===== config.mk =====
export PLATFORM = sky130hd
export DESIGN_NAME = aes_key_schedule_flat
export DESIGN_NICKNAME = d
export VERILOG_FILES = /design/src/rtl/aes_pkg.sv /design/src/rtl/aes_key_schedule_if.sv /design/src/rtl/aes_sbox.sv /design/src/rtl/aes_key_schedule.sv /design/src/flat_wrapper.sv
export SDC_FILE = /design/constraint.sdc
export NUM_CORES = 2
export LEC_CHECK = 0
export ABC_AREA = 1
export BUFFER_PORTS_ARGS = -buffer_cell sky130_fd_sc_hd__buf_2
export CORE_UTILIZATION = 50
export CTS_CLUSTER_SIZE = 40
export DETAILED_ROUTE_END_ITERATION = 8
export PLACE_DENSITY = 0.69
export SYNTH_ARGS = -nofsm -noshare
export SYNTH_HDL_FRONTEND = slang
export SYNTH_SLANG_ARGS = --single-unit

===== constraint.sdc =====
create_clock -name clk -period 23.2 [get_ports clk]
set_clock_uncertainty 0.1 [all_clocks]
set_input_delay 4.64 -clock clk [delete_from_list [all_inputs] [get_ports clk]]
set_output_delay 4.64 -clock clk [all_outputs]
set_load 0.01 [all_outputs]

===== src/rtl/aes_pkg.sv =====
// Shared AES definitions: key-length encoding, per-mode schedule constants,
// key-schedule FSM state codes and the GF(2^8) doubling used for rcon.
package aes_pkg;

    typedef enum logic [1:0] {
        KEY_128  = 2'd0,
        KEY_192  = 2'd1,
        KEY_256  = 2'd2,
        KEY_RSVD = 2'd3
    } key_len_e;

    // Key-schedule FSM state codes
    localparam logic [1:0] ST_IDLE  = 2'd0;
    localparam logic [1:0] ST_LOAD  = 2'd1;
    localparam logic [1:0] ST_GEN   = 2'd2;
    localparam logic [1:0] ST_DRAIN = 2'd3;

    localparam logic [7:0] RCON_INIT = 8'h01;

    // Per-mode constants: words per key, number of rounds, words to generate
    typedef struct packed {
        logic [3:0] nk;
        logic [3:0] nr;
        logic [5:0] total;
    } mode_cfg_t;

    function automatic mode_cfg_t mode_cfg(input logic [1:0] key_len);
        mode_cfg_t cfg;
        case (key_len)
            2'd1:    cfg = '{nk: 4'd6, nr: 4'd12, total: 6'd52};
            2'd2:    cfg = '{nk: 4'd8, nr: 4'd14, total: 6'd60};
            default: cfg = '{nk: 4'd4, nr: 4'd10, total: 6'd44};
        endcase
        return cfg;
    endfunction

    // Key size in bits for a key_len code (the reserved code maps above 256)
    function automatic int key_bits(input logic [1:0] key_len);
        return 128 + 64 * int'(key_len);
    endfunction

    // Multiply by x in GF(2^8) with the AES polynomial
    function automatic logic [7:0] xtime(input logic [7:0] x);
        return {x[6:0], 1'b0} ^ (x[7] ? 8'h1b : 8'h00);
    endfunction

endpackage


===== src/rtl/aes_key_schedule_if.sv =====
// Request and round-key stream signals between the key-load side, the key
// expander and the round-key consumer.
interface aes_key_schedule_if #(
    parameter int MAX_KEY_BITS = 256
);
    logic                    start;
    logic [1:0]              key_len;
    logic [MAX_KEY_BITS-1:0] key_in;
    logic                    busy;
    logic                    err;
    logic                    rk_valid;
    logic                    rk_ready;
    logic [127:0]            rk_data;
    logic [3:0]              rk_idx;
    logic                    rk_last;
    logic                    done;

    // Requester / consumer side
    modport master (
        output start, key_len, key_in, rk_ready,
        input  busy, err, rk_valid, rk_data, rk_idx, rk_last, done
    );

    // Key expander side
    modport slave (
        input  start, key_len, key_in, rk_ready,
        output busy, err, rk_valid, rk_data, rk_idx, rk_last, done
    );
endinterface


===== src/rtl/aes_sbox.sv =====
// Combinational forward AES S-box, one byte in, one byte out.
module aes_sbox (
    input  logic [7:0] in_byte,
    output logic [7:0] out_byte
);
    // Table stored with entry 0 in the MSBs; entry x sits at bit (255-x)*8
    localparam logic [2047:0] SBOX = {
        128'h637c777bf26b6fc53001672bfed7ab76,
        128'hca82c97dfa5947f0add4a2af9ca472c0,
        128'hb7fd9326363ff7cc34a5e5f171d83115,
        128'h04c723c31896059a071280e2eb27b275,
        128'h09832c1a1b6e5aa0523bd6b329e32f84,
        128'h53d100ed20fcb15b6acbbe394a4c58cf,
        128'hd0efaafb434d338545f9027f503c9fa8,
        128'h51a3408f929d38f5bcb6da2110fff3d2,
        128'hcd0c13ec5f974417c4a77e3d645d1973,
        128'h60814fdc222a908846eeb814de5e0bdb,
        128'he0323a0a4906245cc2d3ac629195e479,
        128'he7c8376d8dd54ea96c56f4ea657aae08,
        128'hba78252e1ca6b4c6e8dd741f4bbd8b8a,
        128'h703eb5664803f60e613557b986c11d9e,
        128'he1f8981169d98e949b1e87e9ce5528df,
        128'h8ca1890dbfe6426841992d0fb054bb16
    };

    logic [10:0] bit_base;

    // Table lookup: ~in_byte == 255-in_byte selects the byte slot
    always_comb begin
        bit_base = {~in_byte, 3'b000};
        out_byte = SBOX[bit_base +: 8];
    end
endmodule


===== src/rtl/aes_key_schedule.sv =====
// AES-128/192/256 key expander. Produces one schedule word per cycle from a
// sliding window of the last Nk words, packs four words per round key and
// streams round keys over a valid/ready handshake with backpressure.
module aes_key_schedule
    import aes_pkg::*;
#(
    parameter int MAX_KEY_BITS = 256
) (
    input  logic               clk,
    input  logic               reset,
    aes_key_schedule_if.slave  ks
);
    localparam int NW = MAX_KEY_BITS / 32;

    logic [1:0]              state_reg;
    logic [MAX_KEY_BITS-1:0] key_reg;
    logic [1:0]              mode_reg;
    logic [5:0]              i_reg;
    logic [2:0]              k_reg;
    logic [7:0]              rcon_reg;
    logic [31:0]             win_reg [NW];
    logic [95:0]             acc_reg;
    logic [127:0]            rk_data_reg;
    logic [3:0]              rk_idx_reg;
    logic                    rk_valid_reg;
    logic                    rk_last_reg;
    logic                    done_reg;
    logic                    err_reg;

    mode_cfg_t   cfg;
    logic [3:0]  nk_last;
    logic [31:0] key_word [NW];
    logic [31:0] prev_word;
    logic [31:0] sbox_in;
    logic [31:0] sub_word;
    logic [31:0] t_word;
    logic [31:0] key_sel;
    logic [31:0] old_word;
    logic [31:0] w_next;
    logic        advance;
    logic        xfer;
    logic        start_legal;

    assign cfg       = mode_cfg(mode_reg);
    assign nk_last   = cfg.nk - 4'd1;
    assign prev_word = win_reg[0];
    assign xfer      = rk_valid_reg && ks.rk_ready;
    // A pending, unaccepted round key freezes the whole generator
    assign advance   = (state_reg == ST_GEN) && !(rk_valid_reg && !ks.rk_ready);
    assign start_legal = (key_len_e'(ks.key_len) != KEY_RSVD) &&
                         (key_bits(ks.key_len) <= MAX_KEY_BITS);

    // Latched key split into 32-bit words, word 0 from the MSBs
    for (genvar gi = 0; gi < NW; gi++) begin : g_key_word
        assign key_word[gi] = key_reg[MAX_KEY_BITS-1-32*gi -: 32];
    end

    // RotWord is applied only on the rcon step; otherwise SubWord sees w[i-1]
    assign sbox_in = (k_reg == 3'd0) ? {prev_word[23:0], prev_word[31:24]} : prev_word;

    for (genvar gi = 0; gi < 4; gi++) begin : g_sbox
        aes_sbox u_sbox (
            .in_byte  (sbox_in[8*gi +: 8]),
            .out_byte (sub_word[8*gi +: 8])
        );
    end

    // Next schedule word: a key word during the first Nk steps, else the recurrence
    always_comb begin
        t_word = prev_word;
        if (k_reg == 3'd0) begin
            t_word = sub_word ^ {rcon_reg, 24'h000000};
        end else if (cfg.nk == 4'd8 && k_reg == 3'd4) begin
            t_word = sub_word;
        end
        key_sel  = '0;
        old_word = '0;
        for (int j = 0; j < NW; j++) begin
            if (k_reg == 3'(j)) key_sel = key_word[j];
            if (nk_last == 4'(j)) old_word = win_reg[j];
        end
        if (i_reg < {2'b00, cfg.nk}) begin
            w_next = key_sel;
        end else begin
            w_next = old_word ^ t_word;
        end
    end

    // Control FSM: request intake, word/rcon counters, completion pulses
    always_ff @(posedge clk) begin
        if (reset) begin
            state_reg <= ST_IDLE;
            key_reg   <= '0;
            mode_reg  <= 2'd0;
            i_reg     <= 6'd0;
            k_reg     <= 3'd0;
            rcon_reg  <= 8'h00;
            err_reg   <= 1'b0;
            done_reg  <= 1'b0;
        end else begin
            err_reg  <= 1'b0;
            done_reg <= 1'b0;
            case (state_reg)
                ST_IDLE: begin
                    if (ks.start) begin
                        if (start_legal) begin
                            key_reg   <= ks.key_in;
                            mode_reg  <= ks.key_len;
                            state_reg <= ST_LOAD;
                        end else begin
                            err_reg <= 1'b1;
                        end
                    end
                end
                ST_LOAD: begin
                    i_reg     <= 6'd0;
                    k_reg     <= 3'd0;
                    rcon_reg  <= RCON_INIT;
                    state_reg <= ST_GEN;
                end
                ST_GEN: begin
                    if (advance) begin
                        i_reg <= i_reg + 6'd1;
                        k_reg <= (k_reg == nk_last[2:0]) ? 3'd0 : k_reg + 3'd1;
                        if (k_reg == 3'd0 && i_reg >= {2'b00, cfg.nk}) begin
                            rcon_reg <= xtime(rcon_reg);
                        end
                        if (i_reg == cfg.total - 6'd1) begin
                            state_reg <= ST_DRAIN;
                        end
                    end
                end
                ST_DRAIN: begin
                    if (xfer && rk_last_reg) begin
                        done_reg  <= 1'b1;
                        state_reg <= ST_IDLE;
                    end
                end
                default: state_reg <= ST_IDLE;
            endcase
        end
    end

    // Sliding window of the most recent words, newest in slot 0
    always_ff @(posedge clk) begin
        if (reset) begin
            for (int j = 0; j < NW; j++) win_reg[j] <= '0;
        end else if (advance) begin
            win_reg[0] <= w_next;
            for (int j = 1; j < NW; j++) win_reg[j] <= win_reg[j-1];
        end
    end

    // Four-word packing and the round-key output register with handshake
    always_ff @(posedge clk) begin
        if (reset) begin
            acc_reg      <= '0;
            rk_data_reg  <= '0;
            rk_idx_reg   <= 4'd0;
            rk_valid_reg <= 1'b0;
            rk_last_reg  <= 1'b0;
        end else begin
            if (advance) begin
                acc_reg <= {acc_reg[63:0], w_next};
            end
            if (advance && i_reg[1:0] == 2'b11) begin
                rk_data_reg  <= {acc_reg, w_next};
                rk_idx_reg   <= i_reg[5:2];
                rk_last_reg  <= (i_reg[5:2] == cfg.nr);
                rk_valid_reg <= 1'b1;
            end else if (xfer) begin
                rk_valid_reg <= 1'b0;
            end
        end
    end

    assign ks.busy     = (state_reg != ST_IDLE);
    assign ks.err      = err_reg;
    assign ks.rk_valid = rk_valid_reg;
    assign ks.rk_data  = rk_data_reg;
    assign ks.rk_idx   = rk_idx_reg;
    assign ks.rk_last  = rk_last_reg & rk_valid_reg;
    assign ks.done     = done_reg;
endmodule


===== src/flat_wrapper.sv =====
// flat-port wrapper written by rule: the top's interface ports become plain ports
module aes_key_schedule_flat import aes_pkg::*;
#(
    parameter int MAX_KEY_BITS = 256
)
  (clk, reset, ks_start, ks_key_len, ks_key_in, ks_rk_ready, ks_busy, ks_err, ks_rk_valid, ks_rk_data, ks_rk_idx, ks_rk_last, ks_done);
  aes_key_schedule_if #(.MAX_KEY_BITS(MAX_KEY_BITS)) ks_i ();
  input  logic clk;
  input  logic reset;
  input wire logic [$bits(ks_i.start)-1:0] ks_start;
  input wire logic [$bits(ks_i.key_len)-1:0] ks_key_len;
  input wire logic [$bits(ks_i.key_in)-1:0] ks_key_in;
  input wire logic [$bits(ks_i.rk_ready)-1:0] ks_rk_ready;
  output wire logic [$bits(ks_i.busy)-1:0] ks_busy;
  output wire logic [$bits(ks_i.err)-1:0] ks_err;
  output wire logic [$bits(ks_i.rk_valid)-1:0] ks_rk_valid;
  output wire logic [$bits(ks_i.rk_data)-1:0] ks_rk_data;
  output wire logic [$bits(ks_i.rk_idx)-1:0] ks_rk_idx;
  output wire logic [$bits(ks_i.rk_last)-1:0] ks_rk_last;
  output wire logic [$bits(ks_i.done)-1:0] ks_done;
  assign ks_i.start = ks_start;
  assign ks_i.key_len = ks_key_len;
  assign ks_i.key_in = ks_key_in;
  assign ks_i.rk_ready = ks_rk_ready;
  assign ks_busy = ks_i.busy;
  assign ks_err = ks_i.err;
  assign ks_rk_valid = ks_i.rk_valid;
  assign ks_rk_data = ks_i.rk_data;
  assign ks_rk_idx = ks_i.rk_idx;
  assign ks_rk_last = ks_i.rk_last;
  assign ks_done = ks_i.done;
  aes_key_schedule #(.MAX_KEY_BITS(MAX_KEY_BITS)) u_core (.clk(clk), .reset(reset), .ks(ks_i));
endmodule

==> flow_summary.yaml <==
run_status:
  outcome: "finished, violations left"
  violations: "max-capacitance violations, max-slew violations"
synth:
  syn_avg_cell_area_um2: 6.886
  synthArstFlopShare: 0
  netlist.area_leader.share: 0.2391
  postSynthRegisterBits: 765
  count_of_different_cell_masters_after_synthesis: 43
  number_of_enable_type_register_cells_in_the_synthesized_netlist: 256
  postSynthCellCount: 6189
  syn-cell-area_mm2: 0.04262
  synth_area_leaders: "dfxtp_1, edfxtp_1, nand3_1"
  synth_largest_area_cell: "dfxtp_1"
  syn_nets: 6499
  ys.warnings.count: 0
  dominantRegCellSynth: "dfxtp_1"
  sequential_to_total_area_share_from_yosys_stat: 0.4195
power:
  clkPwrFrac: 0.219
  p_int_mw: 3.164
  power.switching_mw: 2.885
  peakVddDrop_uv: 68.91
  power.total_mw: 6.049
  p_sw_frac: 0.4769
  power.leakage_nw: 22.06
  combPwrFrac: 0.496
  sequentialPowerShare: 0.285
  power_density_mw_per_mm2: 127.0
timing:
  max_clock_freq_ghz: 0.1261
  max_slew.worst_pin.slew_ns: 1.502
  final.period_utilization: 0.3419
  timing.final.crit_period_ns: 7.932
  setup_viol: 0
  tns_ns: 0
  finalHoldViolations: 0
  grt_setup_unrepaired: "no"
  slew_viol_final: 3
  maxSlewHeadroom: -0.01172
  hold_worst_slack_ns: 0.3548
clock_tree:
  cts_hold_buffers: 0
  clk_pin_slew_ns: 0.06
  cts_setup_buffers: 0
  clock_latency_at_the_later_pin_of_the_worst_skew_pair_ns: 0.64
  tritoncts: "done"
  cts.htree.levels: 3
  cts.sinks: 765
  num_cts_buffers: 74
  cts-resized-gates: 0
  ctsLongestPathBuffers: 3
  cts_root_buf: "clkbuf_16"
die:
  fp.dieArea_mm2: 0.08640
  core_region_area_mm2: 0.08395
  start_util: 0.5076
  die_ht_um: 293.9
  boundaryPins: 399
  row_count: 106
  die_span_x_um: 293.9
setup_path:
  path_max_fanout: 151
  crit_required_ns: 23.66
  minimum_setup_slack_among_reg_to_reg_paths_ns: 17.32
  crit_path_end_kind: "flop"
  cp_data_arrival_time_ns: 8.39
  path_class: "in2reg"
  critical_path.startpoint_type: "primary input"
finish:
  final.fill_count: 8204
  finalNetCount: 6626
  layout.core_utilization: 0.5673
  multi_input_area_mm2: 0.02092
  area.sequential_mm2: 0.01788
  area.growth.synth_to_final_pct: 11.76
  instances_no_fill: 7516
  drive_gt1_frac: 0.1094
route:
  drt_drc_violations_left: 0
  postRouteAntennaNets: 0
  initial_drc_count: 6436
  detail_route.wl_per_cell_um: 23.17
  vias_per_cell: 5.969
  drt_total_wl_mm: 174.2
  vias: 44860
  dr.pass1.iters: 6
place:
  port_buffers: 398
  globalplace.congestion: 0.9893
  hpwlAfterDp_mm: 119.5
  placed_cells_incl_taps: 7374
grt:
  first_global_vias: 41520
  grt_first_pass_wirelength_mm: 260.4
  grt_max_degree: 152
  antenna_violations_before_repair: 6
  globalRouteTotalUtil: 0.3931
  globalRoute.totalOverflow: 0
run:
  max_cap_violations: 1
min_path:
  worst_hold_path_type: "reg2reg"
## cells in the final DEF (no fill, tap or decap), types with 6 or more instances in the layout
cell       netlist  routed
nor2_4           5       8
buf_2           92     397
dfxtp_1        509     509
clkbuf_1       281      11
inv_1          548     543
o21ai_4          5      15
nor2_1        1022    1019
o21ai_1         39      35
nand2_2         18      20
a21oi_1        213     212
ha_1            48      47
o21bai_1         6       6
clkinv_2         0      14
o21ai_0        644     644
inv_2           20      20
edfxtp_1       256     256
o21a_1          31      31
clkbuf_8         0      12
nand2_1       1111    1109
clkinv_1         4       6
nand4_1         10      10
a221oi_1        10      10
bufinv_16        0      11
nor3_1           7       7
o22ai_1         56      56
a31oi_1         39      39
nor2_2           8       8
nand3_1        973     973
nand3b_1        13      13
o21ai_2         14       8
clkbuf_16        0      76
buf_4           21      74
o211ai_1       131     131
## metrics by stage
step           setup slack [ns]  instance area, um^2
3_3_place_gp              14.82                44940
6_report                  15.27                47630
3_5_place_dp              14.76                44940
2_1_floorplan             10.20                42620
5_1_grt                   15.02                47620
4_1_cts                   15.43                47620
## Yosys cell counts, drive strengths merged, types with 2 or more instances
| cell | number |
|---|---|
| nand2 | 1134 |
| o31ai | 2 |
| o21a | 31 |
| nand3b | 13 |
| o21ai | 702 |
| o22ai | 56 |
| a221oi | 10 |
| nor2 | 1035 |
| buf | 139 |
| dfxtp | 509 |
| clkbuf | 281 |
| ha | 48 |
| a211oi | 3 |
| inv | 569 |
| nor3b | 2 |
| o21bai | 7 |
| a31oi | 39 |
| a21oi | 219 |
| nor3 | 7 |
| nand3 | 976 |
| o221ai | 3 |
| clkinv | 4 |
| o211ai | 131 |
| nand4 | 10 |
| edfxtp | 256 |
## worst paths after layout
path | to | from | cells after the start
setup reg to reg | u_core.win_reg[0][11]$_SDFFCE_PN0P_ | u_core.k_reg[0]$_SDFFE_PP0P_ | 22
setup / recovery | u_core.key_reg[174]$_SDFFE_PP0P_ | reset | 7
hold / removal | u_core.key_reg[21]$_SDFFE_PP0P_ | u_core.key_reg[21]$_SDFFE_PP0P_ | 2
hold reg to reg | u_core.key_reg[21]$_SDFFE_PP0P_ | u_core.key_reg[21]$_SDFFE_PP0P_ | 2
## worst max-delay path, stage by stage
cell and delay (ns):
buf_4 0.23, buf_4 0.39, inv_8 0.62, buf_4 0.91, buf_4 0.98, o21ai_0 0.27
nor2_1 0.16
## power by group through the flow
stage	clock (mW)	sequential, mW	combinational (mW)
after floorplan	0	1.74	1.93
after CTS	1.33	1.72	2.89
final	1.32	1.73	3.00
after global placement	0	1.74	2.90
after global routing	1.38	1.74	3.22
after detailed placement	0	1.75	2.88
## final cells by class
| class | count | area share |
|---|---|---|
| Antenna cell | 4 | 0.0002102 |
| Clock buffer | 100 | 0.04437 |
| Clock inverter | 38 | 0.01174 |
| Inverter | 573 | 0.04584 |
| Multi-Input combinational cell | 4431 | 0.4393 |
| Sequential cell | 765 | 0.3754 |
| Tap cell | 1134 | 0.02979 |
| Timing Repair Buffer | 471 | 0.05338 |
## routing by layer
| metal | routed length [um] | GRT usage | part of all wire | vias up |
|---|---|---|---|---|
| met5 | 22 | 0 | 0.00013 | - |
| met4 | 9804 | 0.2049 | 0.056 | 4 |
| met3 | 17090 | 0.06873 | 0.098 | 449 |
| met2 | 76550 | 0.5986 | 0.44 | 2609 |
| met1 | 70700 | 0.5329 | 0.41 | 20990 |
| li1 | - | - | - | 20810 |
## cells by family after synthesis
group	after synthesis	share of synthesized area
and+or+nand+nor	3178	0.3144
AOI/OAI and AO/OA	1204	0.1588
buffers and inverters	993	0.09301
DFF	765	0.4195
adders and majority gates	48	0.01409
xor gates and xnor gates	1	0.0002056
Power figures use the tool's default switching activity.
